File: config.mk
export PLATFORM = sky130hd
export DESIGN_NAME = tage_hist_buffer
export DESIGN_NICKNAME = d
export VERILOG_FILES = /design/src/rtl/tage_hist_buffer.sv
export SDC_FILE = /design/constraint.sdc
export NUM_CORES = 1
export LEC_CHECK = 0
export BUFFER_PORTS_ARGS = -buffer_cell sky130_fd_sc_hd__buf_2
export CORE_ASPECT_RATIO = 1.4
export CORE_MARGIN = 2
export CORE_UTILIZATION = 50
export DETAILED_ROUTE_END_ITERATION = 7
export GPL_TIMING_DRIVEN = 1
export PLACE_DENSITY = 0.68
export SYNTH_ARGS = -nofsm -noshare
export SYNTH_HDL_FRONTEND = slang
export SYNTH_SLANG_ARGS = --single-unit
File: constraint.sdc
create_clock -name clk_i -period 11.75 [get_ports clk_i]
set_input_delay 2.35 -clock clk_i [delete_from_list [all_inputs] [get_ports clk_i]]
set_output_delay 2.35 -clock clk_i [all_outputs]
set_load 0.005 [all_outputs]
File: src/rtl/tage_hist_buffer.sv
// TAGE global/path history: circular outcome buffer with a head pointer and
// a path register, both exported as checkpoints for mispredict repair.
// config_pkg is kept minimal so this file stands alone. It carries only the
// history fields this block reads.
package config_pkg;
   typedef struct packed {
      int unsigned       histBufferBits;
      logic [3:0][31:0]  histLengths;
      int unsigned       pathHistBits;
   } cva6_cfg_t;

   localparam cva6_cfg_t cva6_cfg_empty = '{
      histBufferBits: 64,
      histLengths:    {32'd4, 32'd8, 32'd16, 32'd32},
      pathHistBits:   16
   };
endpackage

module tage_hist_buffer #(
   parameter config_pkg::cva6_cfg_t CVA6Cfg = config_pkg::cva6_cfg_empty,
   parameter int HistBufBits = int'(CVA6Cfg.histBufferBits),
   parameter int MaxHist     = int'(CVA6Cfg.histLengths[0]),
   parameter int PathBits    = int'(CVA6Cfg.pathHistBits),
   localparam int PtrW       = $clog2(HistBufBits)
) (
   input  logic                clk_i,
   input  logic                rst_ni,
   input  logic                flush_i,
   input  logic                spec_valid_i,
   input  logic                spec_taken_i,
   input  logic                spec_pc_bit_i,
   input  logic                recover_valid_i,
   input  logic [PtrW-1:0]     recover_ptr_i,
   input  logic [PathBits-1:0] recover_path_i,
   input  logic                recover_taken_i,
   input  logic                recover_pc_bit_i,
   output logic [PtrW-1:0]     ptr_o,
   output logic [PathBits-1:0] path_o,
   output logic [MaxHist-1:0]  ghist_o
);

   if ((HistBufBits & (HistBufBits - 1)) != 0 || HistBufBits < 2 * MaxHist
       || PathBits < 2) begin : g_cfg_chk
      $error("tage_hist_buffer: HistBufBits must be a power of two >= 2*MaxHist");
   end

   logic [HistBufBits-1:0] buf_q;
   logic [PtrW-1:0]        ptr_q;
   logic [PathBits-1:0]    path_q;

   // The buffer grows toward lower indices, so the newest outcome always sits at ptr_q.
   logic [PtrW-1:0] spec_idx, rec_idx;
   assign spec_idx = ptr_q - PtrW'(1);
   assign rec_idx  = recover_ptr_i - PtrW'(1);

   always_ff @(posedge clk_i or negedge rst_ni) begin
      if (!rst_ni) begin
         buf_q  <= '0;
         ptr_q  <= '0;
         path_q <= '0;
      end else if (flush_i) begin
         buf_q  <= '0;
         ptr_q  <= '0;
         path_q <= '0;
      end else if (recover_valid_i) begin
         // Only the head entry is rewritten. Older entries still hold the
         // history that was live at the checkpoint.
         buf_q[rec_idx] <= recover_taken_i;
         ptr_q          <= rec_idx;
         path_q         <= {recover_path_i[PathBits-2:0], recover_pc_bit_i};
      end else if (spec_valid_i) begin
         buf_q[spec_idx] <= spec_taken_i;
         ptr_q           <= spec_idx;
         path_q          <= {path_q[PathBits-2:0], spec_pc_bit_i};
      end
   end

   for (genvar i = 0; i < MaxHist; i++) begin : g_win
      assign ghist_o[i] = buf_q[ptr_q + PtrW'(i)];
   end

   assign ptr_o  = ptr_q;
   assign path_o = path_q;

   logic unused_msb;
   assign unused_msb = ^{recover_path_i[PathBits-1], path_q[PathBits-1]};

endmodule

# Word-level counts from Yosys, hierarchy flattened
# Index checks and enable logic that the tools add are counted.
# W data, S select, Z words.
# totals
ff_bits	86
latch_bits	0
ramBits	0
mem_bits_ro	0
input_bits	31
output_inout_bits	54
elab_cells	154
n_memories	0
# op_classes
addsub	33
n_mul	0
div	0
n_lt_le_gt_ge	36
n_eq_ne	0
n_shift	0
muxes	79
bitwise	0
reduce_logical	3
# op_table
op	count
$lt A6 B7 Y1 const B	34
$bmux W1 S6	32
$mux W64	3
$bwmux W64	2
$add A6 B5 Y6 const B	16
$add A6 B4 Y6 const B	8
$mux W16	3
$mux W1	34
$add A6 B3 Y6 const B	4
$mux W6	3
$add A6 B2 Y6 const B	2
$demux W1 S6	2
$ge A6 B1 Y1 const B	2
$sub A6 B1 Y6 const B	2
$add A6 B1 Y6 const B	1
$reduce_bool A3 Y1	1
$logic_and A1 B1 Y1	2

# Longest topological paths before layout
# Gate-level depths: netlist (run 1).
# logic_depth
depth_word	9
ltp_mapped	13
mapped_depth_nobuf	8

# Worst setup path before layout (run 1)
# No wires, ideal clock.
# synth_timing
kind	flip-flop to output port
start	reg ptr_q[1] (netlist: ptr_o[1])
end	out ghist_o[27]
arrival_time_ns	3.411
t_required_ns	9.400
setup_slack_ns	5.989
path_stages_with_launch	10
path_buffers	4
path_cell_list	dfrtp_1 buf_2 clkbuf_1 inv_1 ha_1 clkbuf_1 clkbuf_1 mux4_1 mux4_1 mux4_2
# synth_via
elab_chain_len	3
# synth_lines
element	line_no	rtl
from (decl)	48	logic [PtrW-1:0] ptr_q;
from (signal assigned)	69	ptr_q <= rec_idx;
from (signal assigned)	73	ptr_q <= spec_idx;
$add A6 B5 Y6	79	assign ghist_o[i] = buf_q[ptr_q + PtrW'(i)];
$bmux W1 S6	79	
$mux W1 (not written as such)	79	
to (decl)	39	output logic [MaxHist-1:0] ghist_o
# Every way passes these cells. The select of a mux whose other input is x is not followed.

# Worst setup path in the final report (run 1)
# layout_timing
start	reg ptr_q[0] (netlist: ptr_o[0])
end	out ghist_o[26]
# The elaborated chain is that of the path after synthesis.

==> metrics.txt, run 1 <==
# TYPE chip_impl_metric gauge
chip_impl_metric{name="worst-endpoint-required",unit="ps"} 9400
chip_impl_metric{name="proportion_of_layout_cells_with_a_drive_suffix_above_1",unit="%"} 28.8
chip_impl_metric{name="clock_sink_count",unit=""} 86
chip_impl_info{name="holdPathEnd",value="buf_q[46]$_DFFE_PN0P_"} 1
chip_impl_metric{name="area_growth_syn_to_layout",unit="%"} 7.65
chip_impl_metric{name="yosys_warnings",unit=""} 0
chip_impl_metric{name="drcViolationCount",unit=""} 0
chip_impl_metric{name="vias",unit=""} 9360
chip_impl_metric{name="ys_ff_latch",unit=""} 86
chip_impl_info{name="cts_tree",value="yes"} 1
chip_impl_metric{name="fin_crit",unit="ps"} 6150
chip_impl_info{name="timing.critical_path.to_type",value="output pin"} 1
chip_impl_metric{name="synth_cell_type_count",unit=""} 68
chip_impl_metric{name="io_pins",unit=""} 85
chip_impl_metric{name="synth_fp_nets",unit=""} 1068
chip_impl_metric{name="grt_pass1_wl",unit="um"} 54000
chip_impl_metric{name="worst-endpoint-arrival",unit="ps"} 3800
chip_impl_metric{name="timing.hold.worst_path_depth",unit=""} 1
chip_impl_metric{name="power_per_cell_area",unit="nW/um^2"} 97.3
chip_impl_metric{name="cts-buffers-inserted",unit=""} 9
chip_impl_metric{name="grt_max_degree",unit=""} 77
chip_impl_metric{name="clock-skew-final",unit="ps"} 10.1
chip_impl_metric{name="yosysSeqAreaShare",unit="%"} 20.6
chip_impl_info{name="synth-main-ff-cell",value="sky130_fd_sc_hd__dfrtp_1"} 1
chip_impl_metric{name="final-setup-viol-count",unit=""} 0
chip_impl_info{name="synth.most_common_cell",value="sky130_fd_sc_hd__mux4_2"} 1
chip_impl_metric{name="synth-async-reset-ratio",unit="%"} 100
chip_impl_metric{name="dieArea",unit="um^2"} 22100
chip_impl_info{name="synth.largest_area_cell",value="sky130_fd_sc_hd__mux4_2"} 1
chip_impl_info{name="leading_cell_types_by_total_area_after_synthesis",value="sky130_fd_sc_hd__mux4_2 25%, sky130_fd_sc_hd__dfrtp_1 21%, sky130_fd_sc_hd__mux2_2 5.1%"} 1
chip_impl_metric{name="detail_route.first_pass.iterations",unit=""} 6
chip_impl_info{name="timing.hold.worst.start",value="buf_q[46]$_DFFE_PN0P_"} 1
chip_impl_metric{name="layout.core_utilization",unit="%"} 54.8
chip_impl_metric{name="buffer_ports.inserted",unit=""} 83
chip_impl_metric{name="ant_diodes",unit=""} 0
chip_impl_info{name="crit-reg2reg-capture",value="buf_q[39]$_DFFE_PN0P_"} 1
chip_impl_metric{name="timing.max_cap.violations",unit=""} 0
chip_impl_metric{name="avgSynthCellArea",unit="um^2"} 10.3
chip_impl_metric{name="maximum_buffer_depth_of_the_clock_tree",unit=""} 2
chip_impl_metric{name="dp_hpwl",unit="um"} 26500
chip_impl_metric{name="nets",unit=""} 1089
chip_impl_metric{name="worst-r2r-cell-count",unit=""} 7
chip_impl_info{name="reg2reg_from",value="ptr_o[4]$_DFFE_PN0P_"} 1
chip_impl_metric{name="avgViaCountPerCell",unit=""} 7.19
chip_impl_metric{name="first_iter_violations",unit=""} 867
chip_impl_metric{name="total_leakage_power",unit="uW"} 0.00448
chip_impl_metric{name="cts-htree-levels",unit=""} 3
chip_impl_info{name="timing.critical_path.from_type",value="flip-flop"} 1
chip_impl_info{name="run_status",value="completed"} 1
chip_impl_metric{name="path_max_fanout",unit=""} 66
chip_impl_metric{name="globalRouteTotalUtil",unit="%"} 31.9
chip_impl_info{name="crit_type",value="flip-flop to output pin"} 1
chip_impl_metric{name="final-max-slew-violation-count",unit=""} 0
chip_impl_metric{name="postRouteWirelength",unit="um"} 35200
chip_impl_metric{name="n_fill_cell",unit=""} 1836
chip_impl_metric{name="synth_edf_count",unit=""} 0
chip_impl_metric{name="final_antenna_net_count",unit=""} 0
chip_impl_info{name="clockRootBuffer",value="sky130_fd_sc_hd__clkbuf_16"} 1
chip_impl_metric{name="core_area",unit="um^2"} 20600
chip_impl_metric{name="first_global_vias",unit=""} 9038
chip_impl_info{name="worstHoldPathType",value="flip-flop to flip-flop"} 1
chip_impl_metric{name="antenna_violations_before_repair",unit=""} 0
chip_impl_metric{name="place.gp.congestion",unit=""} 1.04
chip_impl_metric{name="finalHoldViolations",unit=""} 0
chip_impl_metric{name="initial_core_utilization",unit="%"} 50.9
chip_impl_metric{name="netlist.area_leader.share",unit="%"} 25.0
chip_impl_info{name="synth.cells.most_frequent",value="116 x sky130_fd_sc_hd__mux4_2, 112 x sky130_fd_sc_hd__nor2_1, 86 x sky130_fd_sc_hd__dfrtp_1"} 1
chip_impl_metric{name="fp.dieW",unit="um"} 126
chip_impl_metric{name="grt_overflow_total",unit=""} 0
chip_impl_metric{name="floorplan.rows",unit=""} 62
chip_impl_metric{name="achievable-frequency",unit="MHz"} 163
chip_impl_metric{name="reg2reg_slack",unit="ps"} 7950
chip_impl_metric{name="synthesis.instances",unit=""} 1020
chip_impl_metric{name="slew_headroom",unit="%"} 28.7
chip_impl_metric{name="tightest_slew",unit="ps"} 1070
chip_impl_metric{name="peakVddDrop",unit="uV"} 73.4
chip_impl_metric{name="period_utilisation_layout",unit="%"} 52.3
chip_impl_metric{name="setup-tns-final",unit="ps"} 0
chip_impl_metric{name="clock_insertion_delay_worst_skew",unit="ps"} 350
chip_impl_metric{name="cell_area_after_technology_mapping",unit="um^2"} 10500
chip_impl_metric{name="routedWlPerCell",unit="um"} 27.0
chip_impl_metric{name="cts_resized",unit=""} 0
chip_impl_metric{name="postCtsHoldBufs",unit=""} 0
chip_impl_metric{name="die_h",unit="um"} 175
chip_impl_metric{name="worst_setup_hold_path_clk_slew",unit="ps"} 70
chip_impl_info{name="setup_repair_after_global_routing_missed_its_margin",value="no"} 1
chip_impl_metric{name="cts_setup_buffers",unit=""} 0
-- how the worst max path moves through the flow --
stage	from	endpoint	slack (ps)	cells after the start
after floorplan	ptr_o[1]$_DFFE_PN0P_	ghist_o[27]	5990	9
after detailed placement	ptr_o[0]$_DFFE_PN0P_	ghist_o[26]	5960	5
after global routing	ptr_o[2]$_DFFE_PN0P_	ghist_o[25]	5430	7
final	ptr_o[0]$_DFFE_PN0P_	ghist_o[26]	5600	5
after global placement	ptr_o[0]$_DFFE_PN0P_	ghist_o[30]	6020	5
after CTS	ptr_o[0]$_DFFE_PN0P_	ghist_o[26]	5590	5
-- registers in the layout, indices dropped and copies added (netlist names) --
| signal | count |
|---|---|
| buf_q | 64 |
| path_o | 16 |
| ptr_o | 6 |
-- report_power, final --
part	leakage, uW	switching, uW	internal (uW)
registers	0.00118	9.33	303
clock network	0.000169	134	211
logic	0.00313	278	161
-- placed cells by master (no fill, tap or decap), types with 5 or more instances in the layout --
cell type	synthesis	layout
sky130_fd_sc_hd__nand4_1	6	6
sky130_fd_sc_hd__nand2_1	52	52
sky130_fd_sc_hd__dfrtp_1	86	83
sky130_fd_sc_hd__nor2_1	112	112
sky130_fd_sc_hd__mux2_2	47	47
sky130_fd_sc_hd__clkbuf_16	0	9
sky130_fd_sc_hd__o21ai_0	17	17
sky130_fd_sc_hd__mux2_1	18	18
sky130_fd_sc_hd__a221oi_1	18	18
sky130_fd_sc_hd__a31oi_1	6	6
sky130_fd_sc_hd__nand3_1	29	29
sky130_fd_sc_hd__ha_1	17	17
sky130_fd_sc_hd__o32a_1	9	9
sky130_fd_sc_hd__mux4_2	116	116
sky130_fd_sc_hd__o22ai_1	53	53
sky130_fd_sc_hd__buf_4	6	14
sky130_fd_sc_hd__nor2b_1	15	15
sky130_fd_sc_hd__inv_1	11	11
sky130_fd_sc_hd__xor2_1	26	26
sky130_fd_sc_hd__a21oi_1	50	50
sky130_fd_sc_hd__mux2i_1	49	49
sky130_fd_sc_hd__nor3_1	15	15
sky130_fd_sc_hd__a221o_1	6	6
sky130_fd_sc_hd__xnor2_1	38	38
sky130_fd_sc_hd__nand2b_1	10	10
sky130_fd_sc_hd__a211oi_1	43	43
sky130_fd_sc_hd__a22o_1	9	9
sky130_fd_sc_hd__mux4_1	6	6
sky130_fd_sc_hd__buf_2	25	82
sky130_fd_sc_hd__o31ai_1	9	9
sky130_fd_sc_hd__and3_1	5	5
-- per-stage QoR --
step | total power (uW) | hold slack, ps | cell area [um^2] | cells | setup WS [ps]
after floorplan | 640 | 505 | 10500 | 1020 | 5990
after global placement | 742 | 548 | 10900 | 1286 | 6020
after detailed placement | 747 | 567 | 10900 | 1286 | 5960
after CTS | 1090 | 582 | 11300 | 1302 | 5590
after global routing | 1140 | 606 | 11300 | 1302 | 5430
final | 1100 | 579 | 11300 | 1302 | 5600
-- cell type report --
class	instances	area [um^2]	share of cell area [%]
multi-input cells	835	7870	69.9
flip-flops and latches	86	2160	19.2
repair buffers	96	515	4.58
well taps	256	320	2.84
clock buffers	9	225	2.00
clock inverters	7	126	1.12
inverters	13	48.8	0.433
-- logic make-up (layout without fill, tap and decap cells) --
group | count (synthesis) | in the layout | synth area share (%)
AND/OR/NAND/NOR | 263 | 263 | 11.6
AO/OA/AOI/OAI | 250 | 250 | 17.2
multiplexers | 237 | 237 | 38.4
buffers and inverters | 99 | 125 | 4.22
flip-flops | 86 | 86 | 20.6
XOR/XNOR | 68 | 68 | 5.98
adder cells (fa/ha/maj) | 17 | 17 | 2.03
-- worst max-delay path, stage by stage (launching register included) --
cell and delay [ps]:
sky130_fd_sc_hd__dfrtp_4 610, sky130_fd_sc_hd__buf_4 830, sky130_fd_sc_hd__mux4_4 790, sky130_fd_sc_hd__mux4_2 520, sky130_fd_sc_hd__mux4_2 480, sky130_fd_sc_hd__buf_2 140
-- per-layer routing --
metal | share of wire, % | track usage, % | routed length, um | up-vias
met4 | 8.5 | 23.4 | 2990 | 0
li1 | - | - | - | 4099
met3 | 6.0 | 2.69 | 2120 | 134
met2 | 49 | 51.6 | 17100 | 477
met1 | 37 | 40.0 | 13000 | 4650
met5 | 0 | 0 | 0 | -
(Power assumes the default switching activity.)
==> inputs of run 2 (changes only) <==
--- a/config.mk
+++ b/config.mk
@@ -11,7 +11,7 @@
 export CORE_UTILIZATION = 50
 export DETAILED_ROUTE_END_ITERATION = 7
 export GPL_TIMING_DRIVEN = 1
-export PLACE_DENSITY = 0.68
+export PLACE_DENSITY = 0.71
 export SYNTH_ARGS = -nofsm -noshare
 export SYNTH_HDL_FRONTEND = slang
 export SYNTH_SLANG_ARGS = --single-unit
==> constraint.sdc (replaced) <==
create_clock -name clk_i -period 5.1 [get_ports clk_i]
set_input_delay 1.02 -clock clk_i [delete_from_list [all_inputs] [get_ports clk_i]]
set_output_delay 1.02 -clock clk_i [all_outputs]
set_load 0.005 [all_outputs]
==> metrics.txt, run 2 (synthesis results as in run 1) <==
# TYPE chip_impl_metric gauge
chip_impl_info{name="run_status",value="completed"} 1
chip_impl_metric{name="routedWlPerCell",unit="um"} 26.3
chip_impl_metric{name="final-max-slew-violation-count",unit=""} 0
chip_impl_metric{name="final-setup-viol-count",unit=""} 0
chip_impl_metric{name="first_global_vias",unit=""} 8981
chip_impl_metric{name="worst_setup_hold_path_clk_slew",unit="ps"} 60
chip_impl_metric{name="buffer_ports.inserted",unit=""} 83
chip_impl_metric{name="io_pins",unit=""} 85
chip_impl_info{name="crit_type",value="flip-flop to output pin"} 1
chip_impl_metric{name="slew_headroom",unit="%"} 30.9
chip_impl_metric{name="area_growth_syn_to_layout",unit="%"} 7.80
chip_impl_metric{name="n_fill_cell",unit=""} 1815
chip_impl_metric{name="dieArea",unit="um^2"} 22100
chip_impl_info{name="registers.top_by_ff_count",value="buf_q"} 1
chip_impl_metric{name="achievable-frequency",unit="MHz"} 213
chip_impl_metric{name="worst-endpoint-arrival",unit="ps"} 3680
chip_impl_info{name="crit_path_cell_trace",value="buf_4 > ha_1 > xnor2_1 > mux4_2 > mux4_2 > buf_2"} 1
chip_impl_metric{name="largest_register_ff_count",unit=""} 64
chip_impl_metric{name="die_h",unit="um"} 175
chip_impl_metric{name="power_per_cell_area",unit="nW/um^2"} 213
chip_impl_metric{name="grt_max_degree",unit=""} 76
chip_impl_metric{name="antenna_violations_before_repair",unit=""} 0
chip_impl_metric{name="design_area",unit="um^2"} 11300
chip_impl_info{name="cpMostUsedCell",value="sky130_fd_sc_hd__mux4_2"} 1
chip_impl_metric{name="cts-buffers-inserted",unit=""} 9
chip_impl_metric{name="dp_hpwl",unit="um"} 26300
chip_impl_metric{name="cpPeakStageDelay",unit="ps"} 860
chip_impl_metric{name="floorplan.rows",unit=""} 62
chip_impl_metric{name="finalPower",unit="uW"} 2400
chip_impl_metric{name="proportion_of_layout_cells_with_a_drive_suffix_above_1",unit="%"} 29.0
chip_impl_metric{name="fin_crit",unit="ps"} 4700
chip_impl_metric{name="avgViaCountPerCell",unit=""} 7.21
chip_impl_metric{name="worst-endpoint-required",unit="ps"} 4080
chip_impl_metric{name="setup-tns-final",unit="ps"} 0
chip_impl_metric{name="initial_core_utilization",unit="%"} 50.9
chip_impl_metric{name="grt_pass1_wl",unit="um"} 53300
chip_impl_metric{name="postRouteWirelength",unit="um"} 34500
chip_impl_metric{name="first_iter_violations",unit=""} 1143
chip_impl_info{name="timing.hold.worst.start",value="buf_q[55]$_DFFE_PN0P_"} 1
chip_impl_info{name="reg2reg_from",value="ptr_o[4]$_DFFE_PN0P_"} 1
chip_impl_metric{name="vias",unit=""} 9433
chip_impl_info{name="cts_tree",value="yes"} 1
chip_impl_metric{name="peakVddDrop",unit="uV"} 165
chip_impl_metric{name="final_antenna_net_count",unit=""} 0
chip_impl_metric{name="grt_overflow_total",unit=""} 0
chip_impl_metric{name="detailed_place.area",unit="um^2"} 11000
chip_impl_info{name="crit_start",value="ptr_o[0]$_DFFE_PN0P_"} 1
chip_impl_info{name="timing.critical_path.from_type",value="flip-flop"} 1
chip_impl_metric{name="period_utilisation_layout",unit="%"} 92.2
chip_impl_metric{name="ant_diodes",unit=""} 0
chip_impl_info{name="worstHoldPathType",value="flip-flop to flip-flop"} 1
chip_impl_metric{name="cts_setup_buffers",unit=""} 0
chip_impl_metric{name="layout.core_utilization",unit="%"} 54.9
chip_impl_info{name="timing.critical_path.to_type",value="output pin"} 1
chip_impl_metric{name="place.gp.congestion",unit=""} 1.04
chip_impl_metric{name="finalHoldViolations",unit=""} 0
chip_impl_metric{name="nets",unit=""} 1096
chip_impl_metric{name="path_max_fanout",unit=""} 24
chip_impl_metric{name="detail_route.first_pass.iterations",unit=""} 6
chip_impl_metric{name="tightest_slew",unit="ps"} 1030
chip_impl_metric{name="total_leakage_power",unit="uW"} 0.00449
chip_impl_metric{name="fp.dieW",unit="um"} 126
chip_impl_metric{name="maximum_buffer_depth_of_the_clock_tree",unit=""} 2
chip_impl_metric{name="cts-htree-levels",unit=""} 3
chip_impl_metric{name="timing.max_cap.violations",unit=""} 0
chip_impl_metric{name="clock-skew-final",unit="ps"} 13.0
chip_impl_info{name="clockRootBuffer",value="sky130_fd_sc_hd__clkbuf_16"} 1
chip_impl_info{name="setup_repair_after_global_routing_missed_its_margin",value="no"} 1
chip_impl_info{name="leading_cell_type_in_the_layout_fill_and_taps_excluded",value="sky130_fd_sc_hd__mux4_2"} 1
chip_impl_metric{name="core_area",unit="um^2"} 20600
chip_impl_metric{name="drcViolationCount",unit=""} 0
chip_impl_metric{name="clock_insertion_delay_worst_skew",unit="ps"} 360
chip_impl_metric{name="globalRouteTotalUtil",unit="%"} 31.5
chip_impl_metric{name="clock_sink_count",unit=""} 86
chip_impl_info{name="slowest_stage",value="sky130_fd_sc_hd__xnor2_1"} 1
chip_impl_info{name="layout_common_cells",value="116 x sky130_fd_sc_hd__mux4_2, 112 x sky130_fd_sc_hd__nor2_1, 83 x sky130_fd_sc_hd__dfrtp_1"} 1
==> run 2: what timing repair did <==
action	in CTS	in global routing
gates resized for setup	0	1
setup endpoints to repair	0	4
hold buffers	0	0
==> run 2: critical path, delay by kind of cell, from the launching register on <==
kind	cells	cell delay (ps)
multiplexers	2	1100
XOR/XNOR	1	860
flip-flops	1	570
buffers and inverters	2	430
adder cells (fa/ha/maj)	1	360
==> run 2: report_power, final <==
group          internal (uW)  total [uW]  switching (uW)
logic                    383        1000             617
clock network            405         677             273
registers                699         727            28.0
total                   1490        2400             918
==> run 2: layout make-up <==
| type | count | area, um^2 | area share, % |
|---|---|---|---|
| Inverter | 13 | 48.8 | 0.433 |
| Multi-Input combinational cell | 835 | 7880 | 69.8 |
| Clock buffer | 14 | 264 | 2.34 |
| Tap cell | 256 | 320 | 2.84 |
| Sequential cell | 86 | 2160 | 19.1 |
| Clock inverter | 1 | 30.0 | 0.266 |
| Timing Repair Buffer | 103 | 581 | 5.15 |
==> run 2: worst paths after layout <==
path,depth (start not counted),slack (ps),to
worst max-delay path,6,400,ghist_o[25]
worst min-delay path,1,570,buf_q[55]$_DFFE_PN0P_
max in group asynchronous,2,3420,buf_q[4]$_DFFE_PN0P_
min in group asynchronous,1,730,path_o[9]$_DFFE_PN0P_
worst min register to register,1,570,buf_q[55]$_DFFE_PN0P_
worst max register to register,8,1550,buf_q[57]$_DFFE_PN0P_
==> run 2: stage by stage <==
step	hold slack [ps]	std cells	worst slack, ps
global placement	532	1293	680
floorplan	505	1020	669
detailed placement	554	1293	612
finish	574	1308	395
global route	605	1308	197
CTS	568	1308	241
==> run 2: layer usage <==
metal	GRT usage, %	up-vias	wire, um
met5	0	-	0
met4	22.4	0	2920
met3	3.18	120	2060
met2	52.6	520	17000
met1	38.1	4693	12500
li1	-	4100	-
